File: src/rtl/reg_bus_initiator.sv
// Register bus initiator: queues write/read commands and sequences each one as a
// three-phase access (setup, strobe, recover), returning checked read data.
module reg_bus_initiator #(
    parameter int unsigned ADDRWIDTH  = 4,
    parameter int unsigned DATAWIDTH  = 8,
    parameter int unsigned FIFO_DEPTH = 4,
    parameter logic [ADDRWIDTH-1:0] IDLE_ADDR = {ADDRWIDTH{1'b1}}
) (
    input  logic                 clk,
    input  logic                 rst,
    input  logic                 cmd_valid,
    output logic                 cmd_ready,
    input  logic                 cmd_write,
    input  logic [ADDRWIDTH-1:0] cmd_addr,
    input  logic [DATAWIDTH-1:0] cmd_wdata,
    input  logic                 cmd_check,
    output logic [ADDRWIDTH-1:0] addr,
    output logic                 wen,
    output logic [DATAWIDTH-1:0] wr_data,
    output logic                 ren,
    input  logic [DATAWIDTH-1:0] rd_data,
    output logic                 rsp_valid,
    output logic [DATAWIDTH-1:0] rsp_data,
    output logic                 rsp_match,
    output logic [7:0]           mismatch_cnt,
    output logic                 busy
);

    localparam int unsigned PTR_W = (FIFO_DEPTH > 1) ? $clog2(FIFO_DEPTH) : 1;
    localparam int unsigned CNT_W = PTR_W + 1;

    typedef struct packed {
        logic                 write;
        logic [ADDRWIDTH-1:0] addr;
        logic [DATAWIDTH-1:0] wdata;
        logic                 check;
    } cmd_t;

    typedef enum logic [2:0] {
        IDLE    = 3'd0,
        SETUP   = 3'd1,
        STROBE  = 3'd2,
        RECOVER = 3'd3,
        CAPTURE = 3'd4
    } state_t;

    cmd_t             fifo_mem [FIFO_DEPTH];
    logic [PTR_W-1:0] wr_ptr;
    logic [PTR_W-1:0] rd_ptr;
    logic [CNT_W-1:0] count;
    logic [CNT_W-1:0] count_nxt;
    logic             full;
    logic             empty;
    logic             push_c;
    logic             pop_c;

    state_t state;
    state_t state_nxt;
    cmd_t   act;
    cmd_t   cmd_nxt;
    logic   rd_mismatch_c;

    assign full      = (count == CNT_W'(FIFO_DEPTH));
    assign empty     = (count == '0);
    assign cmd_ready = !full;
    assign push_c    = cmd_valid && !full;

    always_comb begin
        count_nxt = count;
        case ({push_c, pop_c})
            2'b10:   count_nxt = count + CNT_W'(1);
            2'b01:   count_nxt = count - CNT_W'(1);
            default: count_nxt = count;
        endcase
    end

    // Queue storage carries no reset; only the pointers define validity.
    always_ff @(posedge clk) begin
        if (push_c) begin
            fifo_mem[wr_ptr] <= '{write: cmd_write, addr: cmd_addr,
                                  wdata: cmd_wdata, check: cmd_check};
        end
    end

    always_ff @(posedge clk) begin
        if (rst) begin
            wr_ptr <= '0;
            rd_ptr <= '0;
            count  <= '0;
        end else begin
            if (push_c) wr_ptr <= wr_ptr + PTR_W'(1);
            if (pop_c)  rd_ptr <= rd_ptr + PTR_W'(1);
            count <= count_nxt;
        end
    end

    // Next state; a pop loads the queue head as the command for the coming SETUP.
    always_comb begin
        state_nxt = state;
        pop_c     = 1'b0;
        cmd_nxt   = act;
        case (state)
            IDLE: begin
                if (!empty) begin
                    state_nxt = SETUP;
                    pop_c     = 1'b1;
                end
            end
            SETUP:  state_nxt = STROBE;
            STROBE: state_nxt = RECOVER;
            RECOVER: begin
                if (!act.write) begin
                    state_nxt = CAPTURE;
                end else if (!empty) begin
                    state_nxt = SETUP;
                    pop_c     = 1'b1;
                end else begin
                    state_nxt = IDLE;
                end
            end
            CAPTURE: begin
                if (!empty) begin
                    state_nxt = SETUP;
                    pop_c     = 1'b1;
                end else begin
                    state_nxt = IDLE;
                end
            end
            default: state_nxt = IDLE;
        endcase
        if (pop_c) cmd_nxt = fifo_mem[rd_ptr];
    end

    assign rd_mismatch_c = (rd_data != act.wdata);

    always_ff @(posedge clk) begin
        if (rst) begin
            state <= IDLE;
        end else begin
            state <= state_nxt;
        end
    end

    // Bus and response registers are loaded from the state being entered.
    always_ff @(posedge clk) begin
        if (rst) begin
            act          <= '0;
            addr         <= IDLE_ADDR;
            wen          <= 1'b0;
            ren          <= 1'b0;
            wr_data      <= '0;
            rsp_valid    <= 1'b0;
            rsp_data     <= '0;
            rsp_match    <= 1'b0;
            mismatch_cnt <= 8'h00;
            busy         <= 1'b0;
        end else begin
            act     <= cmd_nxt;
            addr    <= IDLE_ADDR;
            wen     <= 1'b0;
            ren     <= 1'b0;
            wr_data <= '0;
            case (state_nxt)
                SETUP: addr <= cmd_nxt.addr;
                STROBE: begin
                    addr <= cmd_nxt.addr;
                    wen  <= cmd_nxt.write;
                    ren  <= !cmd_nxt.write;
                    if (cmd_nxt.write) wr_data <= cmd_nxt.wdata;
                end
                default: ;
            endcase

            rsp_valid <= 1'b0;
            if (state == RECOVER && !act.write) begin
                rsp_valid <= 1'b1;
                rsp_data  <= rd_data;
                rsp_match <= !act.check || !rd_mismatch_c;
                if (act.check && rd_mismatch_c && mismatch_cnt != 8'hff) begin
                    mismatch_cnt <= mismatch_cnt + 8'd1;
                end
            end

            busy <= (state_nxt != IDLE) || (count_nxt != '0);
        end
    end

endmodule

File: config.mk
export PLATFORM = sky130hd
export DESIGN_NAME = reg_bus_initiator
export DESIGN_NICKNAME = d
export VERILOG_FILES = /design/src/rtl/reg_bus_initiator.sv
export SDC_FILE = /design/constraint.sdc
export NUM_CORES = 1
export LEC_CHECK = 0
export ABC_AREA = 0
export CAP_MARGIN = 30
export CORE_MARGIN = 5
export CORE_UTILIZATION = 54
export CTS_BUF_LIST = sky130_fd_sc_hd__clkbuf_4 sky130_fd_sc_hd__clkbuf_8 sky130_fd_sc_hd__clkbuf_16
export DETAILED_ROUTE_END_ITERATION = 8
export GPL_ROUTABILITY_DRIVEN = 0
export PLACE_DENSITY = 0.79
export SLEW_MARGIN = 20
export SYNTH_ARGS = -nofsm -noshare
export SYNTH_HDL_FRONTEND = slang
export SYNTH_SLANG_ARGS = --single-unit
File: constraint.sdc
create_clock -name clk -period 3 [get_ports clk]
set_clock_uncertainty 0.1 [all_clocks]
set_input_delay 0.6 -clock clk [delete_from_list [all_inputs] [get_ports clk]]
set_output_delay 0.6 -clock clk [all_outputs]
set_load 0.01 [all_outputs]
==> metrics.csv <==
metric;value;unit
result of the run;completed;
CTS Root Cell;clkbuf_8;
Die Height;100.2;um
reported leakage power;0.002006;uW
worst-skew pair later-pin latency;510;ps
power density relative to cell area;939.0;nW/um^2
Ys Warns;0;
largest net degree at the start of global routing;34;
time the final worst path needs with I/O delays and setup;2678;ps
TritonCTS Buffers;17;
synth-to-layout area growth;29.58;%
count of pins on the block boundary;59;
library cell with the highest instance count after synthesis;dfxtp_1;
endpoints failing hold;0;
syn nets;362;
Post-synth top flop;dfxtp_1;
fin area;5689;um^2
Clock Pin Slew Worst Setup and Hold Paths;60;ps
Initial Util;56.23;%
CTS H-Tree Depth;4;
DRT antenna net count;0;
antenna diode count;0;
number of maximum-capacitance constraint violations;0;
count of final setup violators;0;
pins over their slew limit;0;
slew margin rel.;57.80;%
maximum buffer depth of the clock tree;2;
maximum resistive drop on vdd;0.4975;mV
share of the cycle needed by the critical path after routing;89.25;%
Die X-Extent;100.2;um
layout net count;436;
via-per-instance ratio;5.405;
global-route wire length before repair;14080;um
fraction of layout cells with a size suffix above 1;15.83;%
Fillers;517;
fraction of registers with async set or reset after synthesis;0;%
Worst Hold Class;flip-flop to flip-flop;
TritonCTS clock tree;done;
share of synthesized area occupied by flip-flops and latches;65.20;%
HPWL after detailed placement;5747;um
power spent charging and discharging nets;1579;uW
number of unique standard cell types used by synthesis;42;
final wirelength;8712;um
hold bufs inserted after CTS;0;
setup repair after global routing missed its margin;no;
count of buffers inserted at the top-level ports;58;
first drt pass iteration count;5;
crit path launch;count[0];
dominant cell type by area after synthesis;edfxtp_1;
antenna violations before repair;0;
kind of start point of the critical path;flip-flop;
nature of the critical path endpoint;flip-flop;
sw frac;29.56;%
Remaining DRCs;0;
synthesized netlist cell count;330;
number of instances in the placed design;487;
total placed instance area;5105;um^2
Internal;3763;uW
leading cell types by count after synthesis;59 x dfxtp_1, 56 x edfxtp_1, 42 x nor2_1;
average routed wire per standard cell;16.79;um
number of synthesized flops with an enable pin;56;
clock sink count;115;
synthesized area divided by synthesized cell count;13.30;um^2
area inside the core boundary;7807;um^2
via total after detailed routing;2805;
setup_tns;0;ps
Global Route Usage Sum;18.57;%
final standard cell count with taps included and fillers excluded;519;
remaining global-route overflow;0;
area fraction of the dominant cell type after synthesis;38.30;%
register-to-register setup slack;320;ps
clock share of power;36.5;%
number of placement rows;32;
Worst EP arrival;2970;ps
required time reported for the critical path endpoint;3290;ps
Reg2Reg Launch Point;count[0];
peak fanout along the critical path;7;
Area contributors post-synth;edfxtp_1 38%, dfxtp_1 27%, mux4_2 7.2%;
Post-CTS Repair Setup Buffers;0;
Slew @ Worst Pin;632.2;ps
die footprint;10030;um^2
Starting DRT DRC Count;123;
timing-limited maximum frequency;373.5;MHz
Worst Path Class, Setup;flip-flop to flip-flop;
cts repair resizes;0;
combinational group share of total power;24.2;%
#FFs+latches synth;115;
hold_sp;rsp_data[2];
summed instance area of the synthesized netlist;4390;um^2
vias in the first global route;2821;
share of total power in sequential cells;39.3;%
-- metal layers --
layer,vias up,part of all wire (%),wire (um),GRT usage (%)
met3,10,5.3,460,4.864
met4,0,1.3,113,7.772
met2,86,50,4343,30.07
met1,1365,44,3794,23.74
met5,-,0,0,0
li1,1344,-,-,-
-- logic make-up (layout without fill, tap and decap cells) --
kind of cell             count (synthesis)  in the layout  synth area share [%]
flip-flops                             115            115                 65.20
AND/OR/NAND/NOR                        112            112                 12.03
multiplexers                            31             31                 11.14
AO/OA/AOI/OAI                           30             30                 4.132
buffers and inverters                   20            107                 2.337
XOR/XNOR                                15             15                 2.992
adder cells (fa/ha/maj)                  7              7                 2.166
-- layout by cell type, fill, tap and decap left out, types with 3 or more instances in the layout --
cell type        instances
or3_1                    3
inv_6                    7
ha_1                     6
nand2_1                 31
nand4_1                  3
nand3_1                  5
clkbuf_16               16
mux4_2                  14
mux2_2                   3
buf_4                   12
clkdlybuf4s50_1         58
o31ai_1                  3
inv_1                    5
nor2b_1                  3
and3_1                   4
mux2i_1                 14
o21ai_0                  5
nor2_1                  42
xnor2_1                 13
a21oi_1                 15
nor3_1                   4
dfxtp_1                 59
edfxtp_1                56
-- power groups by stage --
stage          registers [uW]  clock network (uW)  logic [uW]
3_5_place_dp             2130                   0        1290
3_3_place_gp             2110                   0        1250
6_report                 2100                1950        1290
5_1_grt                  2130                2050        1440
2_1_floorplan            2070                   0         983
4_1_cts                  2100                1980        1310
-- path summary, 6_finish.rpt --
check / to / cells past startpoint
max reg2reg: busy / 11
min reg2reg: rsp_data[2] / 2
max: busy / 11
min: rsp_data[2] / 2
-- worst max-delay path: stages, from the launching register on --
cell	delay, ps
dfxtp_1	480
nor2_1	90
nand2_1	170
and2_1	170
inv_1	60
ha_1	230
fa_1	380
xnor2_1	250
xnor2_1	90
o21ai_0	160
a21oi_1	80
or3_1	300
-- layout make-up --
type	count	area [um^2]	share of cell area, %
clock buffer	17	414.1	7.280
clock inverter	15	170.2	2.991
inverter	5	18.77	0.3299
multi-input combinational	195	1425	25.05
sequential	115	2863	50.32
tap	102	127.6	2.243
timing repair buffer	70	670.6	11.79
-- flip-flops by register name, summed over array words and instances, names as in the netlist, 3 cells and up, named ones only --
register      count
mismatch_cnt      8
rsp_data          8
count             3
addr              4
wr_data           8
state             3
act              14
fifo_mem         56
-- per-stage QoR --
step,power [uW],util (%),hold WS [ps],setup WS (ps)
floorplan,3049,-,329.8,306.1
global placement,3360,65.38,341.2,78.83
detailed placement,3421,65.38,348.8,12.32
CTS,5385,72.87,356.9,331.5
global route,5620,72.87,380.4,84.69
finish,5342,72.87,354.9,322.5
Power figures use the tool's default switching activity.
